[config.mk]
export PLATFORM = sky130hd
export DESIGN_NAME = pipeline_hazard_unit
export DESIGN_NICKNAME = d
export VERILOG_FILES = /design/src/rtl/cpu_pkg.sv /design/src/rtl/pipeline_hazard_unit_fwd_mux.sv /design/src/rtl/pipeline_hazard_unit.sv
export SDC_FILE = /design/constraint.sdc
export NUM_CORES = 1
export LEC_CHECK = 0
export ABC_AREA = 1
export CAP_MARGIN = 0
export CORE_MARGIN = 2
export CORE_UTILIZATION = 33
export DETAILED_ROUTE_END_ITERATION = 6
export HOLD_SLACK_MARGIN = 0.06
export PLACE_DENSITY = 0.9
export SLEW_MARGIN = 5
export SYNTH_ARGS = -nofsm -noshare
export SYNTH_HDL_FRONTEND = slang
export SYNTH_HIERARCHICAL = 1
export SYNTH_SLANG_ARGS = --single-unit
[constraint.sdc]
create_clock -name clk -period 1.8 [get_ports clk]
set_input_delay 0.45 -clock clk [delete_from_list [all_inputs] [get_ports clk]]
set_output_delay 0.45 -clock clk [all_outputs]
set_load 0.02 [all_outputs]
[src/rtl/cpu_pkg.sv]
// Shared types and default widths for the pipeline hazard/forwarding controller.
package cpu_pkg;

  localparam int unsigned DEF_DATA_W = 16;
  localparam int unsigned DEF_REG_AW = 3;

  typedef enum logic [1:0] {
    IDLE       = 2'd0,
    PUSH_PC    = 2'd1,
    PUSH_FLAGS = 2'd2,
    VECTOR     = 2'd3
  } int_state_t;

endpackage

[src/rtl/pipeline_hazard_unit_fwd_mux.sv]
// Priority forwarding select for one EX operand; stage 0 (youngest) wins.
module fwd_mux
  import cpu_pkg::*;
#(
  parameter int unsigned DATA_W     = DEF_DATA_W,
  parameter int unsigned REG_AW     = DEF_REG_AW,
  parameter int unsigned FWD_STAGES = 2
) (
  input  logic [REG_AW-1:0]            src,
  input  logic [FWD_STAGES*REG_AW-1:0] fwd_dst,
  input  logic [FWD_STAGES-1:0]        fwd_wb,
  input  logic [FWD_STAGES*DATA_W-1:0] fwd_data,
  input  logic [DATA_W-1:0]            rf_data,
  output logic [DATA_W-1:0]            op_out
);

  logic found;

  always_comb begin
    op_out = rf_data;
    found  = 1'b0;
    for (int unsigned i = 0; i < FWD_STAGES; i++) begin
      if (!found && fwd_wb[i] && (fwd_dst[i*REG_AW +: REG_AW] == src)) begin
        op_out = fwd_data[i*DATA_W +: DATA_W];
        found  = 1'b1;
      end
    end
  end

endmodule

[src/rtl/pipeline_hazard_unit.sv]
// Hazard, forwarding, branch-flush and interrupt-entry controller.
// Optional HAZARD_PERF_EN adds saturating stall/flush event counters.
module pipeline_hazard_unit
  import cpu_pkg::*;
#(
  parameter int unsigned DATA_W     = DEF_DATA_W,
  parameter int unsigned REG_AW     = DEF_REG_AW,
  parameter int unsigned FWD_STAGES = 2
) (
  input  logic                         clk,
  input  logic                         reset,
  input  logic [REG_AW-1:0]            id_src1,
  input  logic [REG_AW-1:0]            id_src2,
  input  logic                         id_src1_used,
  input  logic                         id_src2_used,
  input  logic [REG_AW-1:0]            ex_dst,
  input  logic                         ex_mem_read,
  input  logic [REG_AW-1:0]            ex_src1,
  input  logic [REG_AW-1:0]            ex_src2,
  input  logic [DATA_W-1:0]            rf_data1,
  input  logic [DATA_W-1:0]            rf_data2,
  input  logic [FWD_STAGES*REG_AW-1:0] fwd_dst,
  input  logic [FWD_STAGES-1:0]        fwd_wb,
  input  logic [FWD_STAGES*DATA_W-1:0] fwd_data,
  input  logic                         branch_taken,
  input  logic                         interrupt,
  output logic [DATA_W-1:0]            op1_out,
  output logic [DATA_W-1:0]            op2_out,
  output logic                         stall_fetch,
  output logic                         stall_decode,
  output logic                         bubble_ex,
  output logic                         flush_fd,
  output logic                         flush_de,
  output logic                         int_push_pc,
  output logic                         int_push_flags,
  output logic                         int_vector_load,
  output logic                         int_busy
`ifdef HAZARD_PERF_EN
  ,
  output logic [15:0]                  stall_count,
  output logic [15:0]                  flush_count
`endif
);

  int_state_t state_q, state_d;
  logic       pending_q, pending_d;
  logic       lu, br, hz_stall, fsm_flush, fsm_stall;

  fwd_mux #(.DATA_W(DATA_W), .REG_AW(REG_AW), .FWD_STAGES(FWD_STAGES)) u_fwd1 (
    .src(ex_src1), .fwd_dst(fwd_dst), .fwd_wb(fwd_wb), .fwd_data(fwd_data),
    .rf_data(rf_data1), .op_out(op1_out)
  );

  fwd_mux #(.DATA_W(DATA_W), .REG_AW(REG_AW), .FWD_STAGES(FWD_STAGES)) u_fwd2 (
    .src(ex_src2), .fwd_dst(fwd_dst), .fwd_wb(fwd_wb), .fwd_data(fwd_data),
    .rf_data(rf_data2), .op_out(op2_out)
  );

  // Hazard terms are masked while reset is held so every control output reads 0.
  always_comb begin
    lu = reset && ex_mem_read &&
         ((id_src1_used && (id_src1 == ex_dst)) || (id_src2_used && (id_src2 == ex_dst)));
    br       = reset && branch_taken;
    hz_stall = lu && !br;
  end

  always_comb begin
    state_d         = state_q;
    fsm_flush       = 1'b0;
    fsm_stall       = 1'b0;
    int_push_pc     = 1'b0;
    int_push_flags  = 1'b0;
    int_vector_load = 1'b0;
    case (state_q)
      IDLE: begin
        if (pending_q && !lu && !br) state_d = PUSH_PC;
      end
      PUSH_PC: begin
        int_push_pc = 1'b1;
        fsm_flush   = 1'b1;
        fsm_stall   = 1'b1;
        state_d     = PUSH_FLAGS;
      end
      PUSH_FLAGS: begin
        int_push_flags = 1'b1;
        fsm_stall      = 1'b1;
        state_d        = VECTOR;
      end
      VECTOR: begin
        int_vector_load = 1'b1;
        fsm_stall       = 1'b1;
        state_d         = IDLE;
      end
      default: state_d = IDLE;
    endcase

    // A request seen on the entry edge re-arms pending rather than being lost.
    if (interrupt)                                  pending_d = 1'b1;
    else if (state_q == IDLE && state_d == PUSH_PC) pending_d = 1'b0;
    else                                            pending_d = pending_q;

    int_busy     = (state_q != IDLE);
    stall_fetch  = hz_stall || fsm_stall;
    stall_decode = hz_stall;
    bubble_ex    = hz_stall;
    flush_fd     = br || fsm_flush;
    flush_de     = br || fsm_flush;
  end

  always_ff @(posedge clk or negedge reset) begin
    if (!reset) begin
      state_q   <= IDLE;
      pending_q <= 1'b0;
    end else begin
      state_q   <= state_d;
      pending_q <= pending_d;
    end
  end

`ifdef HAZARD_PERF_EN
  logic [15:0] stall_count_q, stall_count_d;
  logic [15:0] flush_count_q, flush_count_d;

  always_comb begin
    stall_count_d = stall_count_q;
    flush_count_d = flush_count_q;
    if (hz_stall && stall_count_q != '1) stall_count_d = stall_count_q + 16'd1;
    if (flush_fd && flush_count_q != '1) flush_count_d = flush_count_q + 16'd1;
  end

  always_ff @(posedge clk or negedge reset) begin
    if (!reset) begin
      stall_count_q <= '0;
      flush_count_q <= '0;
    end else begin
      stall_count_q <= stall_count_d;
      flush_count_q <= flush_count_d;
    end
  end

  assign stall_count = stall_count_q;
  assign flush_count = flush_count_q;
`endif

endmodule

== After elaboration in Yosys (flattened, before gate mapping) ==
Index checks and enable logic that the tools add are counted.
W data, S select, Z words.

* Output and inout port bits: 41
* Logic and storage cells: 52
* Bits in registers: 3
* Bits of input ports: 94

* Reduce and logical (&&, ||, !) cells: 26
* Muxes and demuxes: 14
* Equality and inequality tests: 10

{| class="wikitable"
|+ Operator list
! operator !! number
|-
| $mux W16 || 4
|-
| $eq A3 B3 Y1 || 6
|-
| $logic_and A1 B1 Y1 || 15
|-
| $mux W1 || 8
|-
| $pmux W2 S4 || 1
|-
| $eq A2 B1 Y1 const B || 2
|-
| $eq A2 B2 Y1 const B || 2
|-
| $logic_not A1 Y1 || 4
|-
| $reduce_bool A2 Y1 || 2
|-
| $logic_or A1 B1 Y1 || 3
|-
| $reduce_or A3 Y1 || 1
|-
| $logic_not A2 Y1 || 1
|-
| $mux W2 || 1
|}

== Longest topological paths before layout ==
Gate-level depths: netlist (run 1).

* Depth after elaboration: 13
* Depth in mapped cells: 12

== Hierarchy ==
The synthesis (run 1) kept the hierarchy.

{| class="wikitable"
|+ By module, submodules not included
! module !! instances !! cells an instance !! area each (um^2)
|-
| fwd_mux || 2 || 129 || 631.9
|-
| pipeline_hazard_unit || 1 || 67 || 377.9
|}

== Worst setup path before layout (run 1) ==
Ideal clock, no wire load.

* Path type: input to output
* From: input ex_dst[0]
* To: output stall_decode
* Arrival time: 1.357 ns
* Setup slack: -0.007 ns
* Path buffers: 1
* Required time: 1.350 ns
* Stages on the path: 9
* Path through: inv_1 -> nand2_1 -> nand2_1 -> nor2_1 -> nand2_1 -> nand2_1 -> nand2_2 -> nor2_1 -> buf_4

* Word-level cells in the longest chain between the ends: 5
* Elaborated cells on any way between the ends: 7
* Those cells by class: eq/ne: 2; reduce/logical: 5

{| class="wikitable"
|+ Ends and longest elaborated chain
! item !! RTL line !! source
|-
| start: declaration || pipeline_hazard_unit.sv:16 || <nowiki>input logic [REG_AW-1:0] ex_dst,</nowiki>
|-
| $eq A3 B3 Y1 || pipeline_hazard_unit.sv:62 || <nowiki>((id_src1_used && (id_src1 == ex_dst)) || (id_src2_used && (id_src2 == ex_dst)));</nowiki>
|-
| $logic_and A1 B1 Y1 || pipeline_hazard_unit.sv:62 ||
|-
| $logic_or A1 B1 Y1 * || pipeline_hazard_unit.sv:62 ||
|-
| $logic_and A1 B1 Y1 * || pipeline_hazard_unit.sv:61 || <nowiki>lu = reset && ex_mem_read &&</nowiki>
|-
| $logic_and A1 B1 Y1 * || pipeline_hazard_unit.sv:64 || <nowiki>hz_stall = lu && !br;</nowiki>
|-
| end: declaration || pipeline_hazard_unit.sv:30 || <nowiki>output logic stall_decode,</nowiki>
|}

Every way passes the cells marked *; elsewhere a longest branch is shown, timed or not.

== Worst setup path in the final report (run 1) ==
* From: input ex_src1[0]
* To: output op1_out[13]

* Word-level cells in the longest chain between the ends: 7
* Elaborated cells on any way between the ends: 9
* Those cells by class: eq/ne: 2; mux: 3; reduce/logical: 4

{| class="wikitable"
|+ Ends and longest elaborated chain
! item !! RTL line !! source
|-
| start: declaration || pipeline_hazard_unit.sv:18 || <nowiki>input logic [REG_AW-1:0] ex_src1,</nowiki>
|-
| $eq A3 B3 Y1 || pipeline_hazard_unit_fwd_mux.sv:23 || <nowiki>if (!found && fwd_wb[i] && (fwd_dst[i*REG_AW +: REG_AW] == src)) begin</nowiki>
|-
| $logic_and A1 B1 Y1 || pipeline_hazard_unit_fwd_mux.sv:23 ||
|-
| $mux W1 || pipeline_hazard_unit_fwd_mux.sv:23 ||
|-
| $logic_not A1 Y1 || pipeline_hazard_unit_fwd_mux.sv:23 ||
|-
| $logic_and A1 B1 Y1 (2 in series) || pipeline_hazard_unit_fwd_mux.sv:23 ||
|-
| $mux W16 * || pipeline_hazard_unit_fwd_mux.sv:23 ||
|-
| end: declaration || pipeline_hazard_unit.sv:27 || <nowiki>output logic [DATA_W-1:0] op1_out,</nowiki>
|}

Marked as above.

==> results by group, run 1 <==
Min path
  • Hold crit path type: in2async

Critical path
  • Arrival @ worst endpoint: 1.61 ns
  • Startpoint types: input pin
  • Slowest stage delay, CP: 0.17 ns
  • CP max FO: 5
  • Slowest CP cell: buf_12
  • Critical Path Sink Type: output pin
  • CP Data Required Time: 1.35 ns
  • WS Path Type: in2out
  • Crit-path cells: buf_8, inv_8, o21a_1, nand2_2, nor2_4, buf_12, buf_8, nand3_2, nand2_2, buf_6

Global routing
  • Largest net degree at the start of global routing: 17
  • GRT Residual Overflow: 0
  • First-pass GRT wire length: 14300 microns
  • Total Routing Usage GR: 0.340
  • Vias in the first global route: 3077
  • Initial antenna violation count: 0

Outcome
  • Outcome: finished with violations
  • Violated checks: negative setup slack

Layout
  • Layout cells sized above 1: 0.572
  • N_diodes: 0
  • Final Cell Area: 4260 sq um
  • Nets@finish: 588
  • Filler instances: 207
  • Area grow syn2layout: 159%

Power and ir drop
  • Power consumption: 2.03 mW
  • Leak: 2.06 nW
  • Maximum vdd drop: 0.740 mV
  • Power Density: 478 nW/um^2

Detailed routing
  • Via-to-Cell Ratio: 5.80
  • DR WL/cell: 21.2 microns
  • Via Count: 3218
  • Drt pass-1 iters: 5
  • DRC Markers: 0
  • Total wire length: 11700 microns
  • Drt initial violations: 325
  • Final ANT Viol Nets: 0

STA
  • Final worst setup slack: -0.259 ns
  • Setup Viol. Count Final: 34
  • Slew HR: 0.818
  • Final clock skew: 0.00410 ns
  • Final max-slew violation count: 0
  • F_max: 0.486 GHz
  • Worst Max-Slew Pin Slew: 0.272 ns
  • Final hold violation count: 0
  • Crit path time final: 2.06 ns
  • RSZ-0062 raised after global routing: yes
  • Final period utilization: 1.14

Floorplan
  • Die span in x: 74.5 microns
  • DIE AREA: 5550 sq um
  • # rows: 25
  • Initial Util: 0.345
  • Ports: 135
  • CORE AREA: 4750 sq um
  • Die H: 74.5 microns

Place
  • Buffers on Ports: 134
  • Post-DP Area: 3180 sq um
  • GP Congestion: 0.842
  • Detail Placement HPWL: 5630 microns
  • Place WS: -1.12 ns

Clock network
  • Htree depth: 1
  • Worst skew pair latency: 0.22 ns
  • CTS max path bufs: 2
  • CTS hold repair buffers: 0
  • Clock transition at path regs: 0.03 ns
  • Root Driver: clkbuf_8
  • Clk sinks: 3
  • CTS Buf Count: 3
  • CTS tree: built

Logic synthesis
  • YS warnings: 6
  • Synth cell types: 21
  • Register area share after synthesis: 0.0457
  • Yosys reg bits: 3
  • Area contributors post-synth: nand2_1 (39%), nand3_1 (20%), nor2_8 (4.9%), dfrtp_1 (4.6%), inv_1 (4.6%)
  • Yosys top cell area share: 0.386
  • Post-synth EDFFs: 0
  • Cell area after synthesis: 1640 sq um
  • Post-synth top cells: nand2_1 (169), nand3_1 (67), inv_1 (20), nor2_1 (10), nand2_2 (8)
  • Syn nets: 424
  • Syn Inst Count: 325
  • Average cell area after synthesis: 5.05 sq um
  • Cell with the most instances after synthesis: nand2_1
  • Largest area contributor in the netlist: nand2_1
  • Async set or reset register ratio after synthesis: 1.00
  • Main synth FF type: dfrtp_1

Flow run
  • Total of max-cap violations: 0
cell usage in the layout, fill, tap and decap left out, drive strengths merged:
cell type        n
or2              2
clkbuf           5
nand2          183
ha               5
buf             99
xnor2            2
nor2            18
dfrtp            3
nand3           67
o21ai            1
and2             1
dlygate4sd2      7
inv             26
o21a             2
clkdlybuf4s15    1
clkdlybuf4s50   65
a21oi            1
metal layers:
layer | vias up | routed length (microns) | global-route usage
li1 | 1350 | - | -
met5 | - | 0 | 0
met4 | 0 | 893 | 0.246
met3 | 94 | 1130 | 0.0759
met2 | 276 | 5920 | 0.637
met1 | 1498 | 3810 | 0.320
logic make-up after synthesis:
logic type      synth area share
buf+inv                    0.137
xor+xnor                  0.0107
simple gates               0.753
fa+ha+maj                 0.0381
compound gates            0.0152
flops                     0.0457
stage by stage:
step | util | instances | hold WS, ns | TNS, ns
detailed placement | 0.669 | 532 | 0.451 | -37.41
global route | 0.895 | 555 | 0.271 | -8.23
global placement | 0.669 | 532 | 0.448 | -36.51
floorplan | - | 325 | 0.154 | 0
CTS | 0.842 | 555 | 0.255 | -4.40
finish | 0.895 | 555 | 0.257 | -7.12
repair_timing:
item,in CTS,in global routing
endpoints found under the setup margin,41,37
gates resized for setup,496,83
pin swaps,85,45
hold endpoints to repair,0,0
setup buffers,15,2
cloned,6,0
final cells by class:
class | instances | area, sq um | share of cell area
clock buffer | 4 | 45.0 | 0.0106
inverter | 26 | 125 | 0.0294
multi-input combinational | 282 | 2060 | 0.484
sequential | 3 | 75.1 | 0.0176
tap | 67 | 83.8 | 0.0197
timing repair buffer | 173 | 1870 | 0.439
worst paths after layout:
kind	cells past startpoint	startpoint	to	slack (ns)
max in group asynchronous	2	reset	pending_q	1.44
hold reg to reg	2	pending_q	pending_q	0.46
setup reg to reg	9	state_q[0]	pending_q	0.51
min in group clk	2	pending_q	pending_q	0.46
setup / recovery	10	ex_src1[0]	op1_out[13]	-0.26
hold / removal	2	reset	state_q[0]	0.26
state kept, by name, summed over array words and instances, names as in the netlist:
| name | cells |
|---|---|
| pending_q | 1 |
| state_q | 2 |
power by group:
group          switching (mW)  total, mW  internal, mW
logic                   0.923       1.70         0.781
registers              0.0232      0.124         0.101
clock network          0.0534      0.205         0.152
critical path: cells and delay by family:
kind	cells	cell delay (ns)
buffers and inverters	5	0.61
AND/OR/NAND/NOR	4	0.39
AO/OA/AOI/OAI	1	0.15
(Power assumes the default switching activity.)
==> run 2: changes to the inputs <==
--- a/config.mk
+++ b/config.mk
@@ -7,7 +7,6 @@
 export LEC_CHECK = 0
 export ABC_AREA = 1
 export CAP_MARGIN = 0
-export CORE_MARGIN = 2
 export CORE_UTILIZATION = 33
 export DETAILED_ROUTE_END_ITERATION = 6
 export HOLD_SLACK_MARGIN = 0.06
==> run 2 against run 1 <==
Compared with the run above:
- the flow now stops in 5_1_grt
- synthesized cell count unchanged
- synthesized area unchanged
==> results by group, run 2 <==
Logic synthesis
  • Average cell area after synthesis: 5.05 sq um
  • Async set or reset register ratio after synthesis: 1.00
  • Syn Inst Count: 325
  • Main synth FF type: dfrtp_1
  • Post-synth EDFFs: 0
  • Yosys reg bits: 3
  • Yosys top cell area share: 0.386
  • Post-synth top cells: nand2_1 (169), nand3_1 (67), inv_1 (20), nor2_1 (10), nand2_2 (8)
  • Syn nets: 424
  • Cell area after synthesis: 1640 sq um
  • Register area share after synthesis: 0.0457
  • Area contributors post-synth: nand2_1 (39%), nand3_1 (20%), nor2_8 (4.9%), dfrtp_1 (4.6%), inv_1 (4.6%)
  • Cell with the most instances after synthesis: nand2_1
  • YS warnings: 6
  • Synth cell types: 21
  • Largest area contributor in the netlist: nand2_1

Clock network
  • Root Driver: clkbuf_8
  • Clk sinks: 3
  • CTS hold repair buffers: 0
  • CTS Buf Count: 3
  • Htree depth: 1
  • CTS max path bufs: 2

Floorplan
  • Initial Util: 0.345
  • Die H: 72.5 microns
  • Die span in x: 72.5 microns
  • # rows: 25
  • Ports: 135

Outcome
  • Failed at: 5_1_grt
  • Outcome: aborted with a tool error
  • Err: [ERROR DPL-0033] detailed placement checks failed during check placement.

Place
  • GP Congestion: 0.868
  • Detail Placement HPWL: 5590 microns
  • Buffers on Ports: 134

STA
  • Post-GRT worst EP: op2_out[2]
  • Worst endpoint type: output port

Global routing
  • Initial antenna violation count: 0
  • Largest net degree at the start of global routing: 13
-- run 2: cell counts after synthesis --
No cell type changed its count.
-- run 2: cell families after synthesis --
family          share of synthesized area
buf+inv                             0.137
fa+ha+maj                          0.0381
xor+xnor                           0.0107
simple gates                        0.753
flops                              0.0457
compound gates                     0.0152
-- run 2: timing repair --
item	in CTS
gates cloned	10
setup endpoints to repair	41
gates resized for setup	490
buffers inserted	20
pin swaps	101
-- run 2: stage by stage --
stage / hold slack, ns / cell area (sq um) / setup slack (ns) / instances / util
3_5_place_dp: 0.472 / 3180 / -1.05 / 533 / 0.668
2_1_floorplan: 0.154 / 1640 / 0.0316 / 325 / -
4_1_cts: 0.256 / 4150 / -0.187 / 563 / 0.872
3_3_place_gp: 0.448 / 3180 / -1.05 / 533 / 0.668
==> run 3: changes to the inputs <==
--- a/config.mk
+++ b/config.mk
@@ -9,8 +9,7 @@
 export CAP_MARGIN = 0
 export CORE_UTILIZATION = 33
 export DETAILED_ROUTE_END_ITERATION = 6
-export HOLD_SLACK_MARGIN = 0.06
-export PLACE_DENSITY = 0.9
+export PLACE_DENSITY_LB_ADDON = 0.15
 export SLEW_MARGIN = 5
 export SYNTH_ARGS = -nofsm -noshare
 export SYNTH_HDL_FRONTEND = slang
==> run 3 against run 2 <==
Compared with the run above:
- the flow now finishes, with violations (negative setup slack)
==> results by group, run 3 (synthesized netlist as in run 1, its figures left out) <==
Outcome
  • Outcome: finished with violations
  • Violated checks: negative setup slack

Global routing
  • Initial antenna violation count: 0
  • GRT Residual Overflow: 0
  • Total Routing Usage GR: 0.334
  • Vias in the first global route: 2982
  • Largest net degree at the start of global routing: 11
  • First-pass GRT wire length: 13700 microns

Flow run
  • Total of max-cap violations: 0

Place
  • Detail Placement HPWL: 5090 microns
  • Place WS: -1.03 ns
  • Buffers on Ports: 134
  • GP Congestion: 0.862

STA
  • F_max: 0.458 GHz
  • WHS: 0.273 ns
  • Final clock skew: 0.000666 ns
  • Final worst setup slack: -0.384 ns
  • Setup Viol. Count Final: 32
  • Slew HR: 0.815
  • Final max-slew violation count: 0
  • Crit path time final: 2.18 ns
  • RSZ-0062 raised after global routing: yes
  • Final period utilization: 1.21
  • Worst Max-Slew Pin Slew: 0.276 ns
  • Final hold violation count: 0

Floorplan
  • Die span in x: 72.5 microns
  • CORE AREA: 4750 sq um
  • # rows: 25
  • DIE AREA: 5260 sq um
  • Ports: 135
  • Initial Util: 0.345
  • Die H: 72.5 microns

Critical path
  • CP max FO: 6
  • Critical Path Sink Type: output pin
  • WS Path Type: in2out
  • CP Data Required Time: 1.35 ns
  • Startpoint types: input pin
  • Arrival @ worst endpoint: 1.73 ns
  • Worst r2r src: state_q[1]
  • CP startpoint: ex_src1[2]

Power and ir drop
  • Power Density: 478 nW/um^2
  • Reg power frac: 0.056
  • Internal power: 1.05 mW
  • Power consumption: 2.06 mW
  • Switching Fraction: 0.491
  • Leak: 2.07 nW
  • Maximum vdd drop: 0.960 mV
  • Clock share of power: 0.095
  • Net Sw Power: 1.01 mW
  • Combinational power share: 0.849

Clock network
  • Clock transition at path regs: 0.03 ns
  • Root Driver: clkbuf_8
  • Htree depth: 1
  • CTS max path bufs: 2
  • Worst skew pair latency: 0.22 ns
  • CTS tree: built
  • Clk sinks: 3
  • CTS Buf Count: 3

Layout
  • Multi-input logic area: 2090 sq um
  • Most common cell after layout, fill and taps aside: nand2_2
  • Nets@finish: 592
  • FF+latch area: 75.1 sq um
  • Most used cells in the layout excluding fill and tap cells: nand2_2 (74), clkdlybuf4s50_1 (66), nand2_1 (58)
  • Area grow syn2layout: 163%
  • Filler instances: 183
  • Largest register FFs: 2
  • Biggest regs: state_q x2, pending_q x1
  • Most flop-heavy register: state_q
  • N_diodes: 0
  • Layout cells sized above 1: 0.563

Detailed routing
  • DR WL/cell: 21.3 microns
  • Drt initial violations: 253
  • Final ANT Viol Nets: 0
  • Via Count: 3239
  • Via-to-Cell Ratio: 5.79
  • Total wire length: 11900 microns
  • DRC Markers: 0
  • Drt pass-1 iters: 7

Min path
  • Hold crit path type: in2async
==> run 3: routing by layer <==
metal | track usage | up-vias | part of all wire | wire (microns)
met3 | 0.0694 | 110 | 0.12 | 1380
met5 | 0 | - | 0 | 0
met1 | 0.346 | 1479 | 0.33 | 3960
met2 | 0.636 | 298 | 0.47 | 5600
li1 | - | 1352 | - | -
met4 | 0.161 | 0 | 0.081 | 968
==> run 3: per-stage QoR <==
stage | cell area [sq um] | setup TNS, ns | std cells | utilization
2_1_floorplan | 1640 | 0 | 325 | -
3_3_place_gp | 3210 | -34.78 | 537 | 0.674
3_5_place_dp | 3210 | -35.58 | 537 | 0.674
4_1_cts | 4010 | -4.57 | 560 | 0.844
5_1_grt | 4320 | -9.48 | 559 | 0.908
6_report | 4320 | -8.25 | 559 | 0.908
==> run 3: power groups by stage <==
stage	Clock (mW)	Sequential (mW)	Combinational (mW)
2_1_floorplan	0	0.121	0.676
3_3_place_gp	0	0.114	1.35
3_5_place_dp	0	0.116	1.36
4_1_cts	0.202	0.115	1.56
5_1_grt	0.207	0.119	1.85
6_report	0.196	0.115	1.75
==> run 3: layout make-up <==
| type | instances | area share |
|---|---|---|
| inverter | 26 | 0.0278 |
| tap | 67 | 0.0194 |
| timing repair buffer | 177 | 0.441 |
| multi-input combinational | 282 | 0.484 |
| sequential | 3 | 0.0174 |
| clock buffer | 4 | 0.0104 |
==> run 3: worst paths after layout <==
check | to | slack (ns) | depth (start not counted)
hold reg to reg | pending_q | 0.48 | 2
min in group clk | pending_q | 0.48 | 2
hold / removal | state_q[0] | 0.27 | 2
setup / recovery | op1_out[7] | -0.38 | 11
setup reg to reg | pending_q | 0.59 | 8
max in group asynchronous | state_q[1] | 1.43 | 2
==> run 3: critical path, cell delays in order <==
cell	delay, ns
buf_8	0.09
inv_2	0.04
nand2_2	0.07
nand2_4	0.07
nor2_8	0.17
buf_4	0.18
nand3_1	0.24
nand2_2	0.19
nand2_4	0.05
nand2_2	0.07
buf_6	0.11
==> run 3: what timing repair did <==
item                                    CTS  global route
buffers inserted                         14             1
cloned                                    7             0
resized for setup                       474            93
endpoints found under the setup margin   41            36
hold buffers                              0             0
pin swaps                                82            58
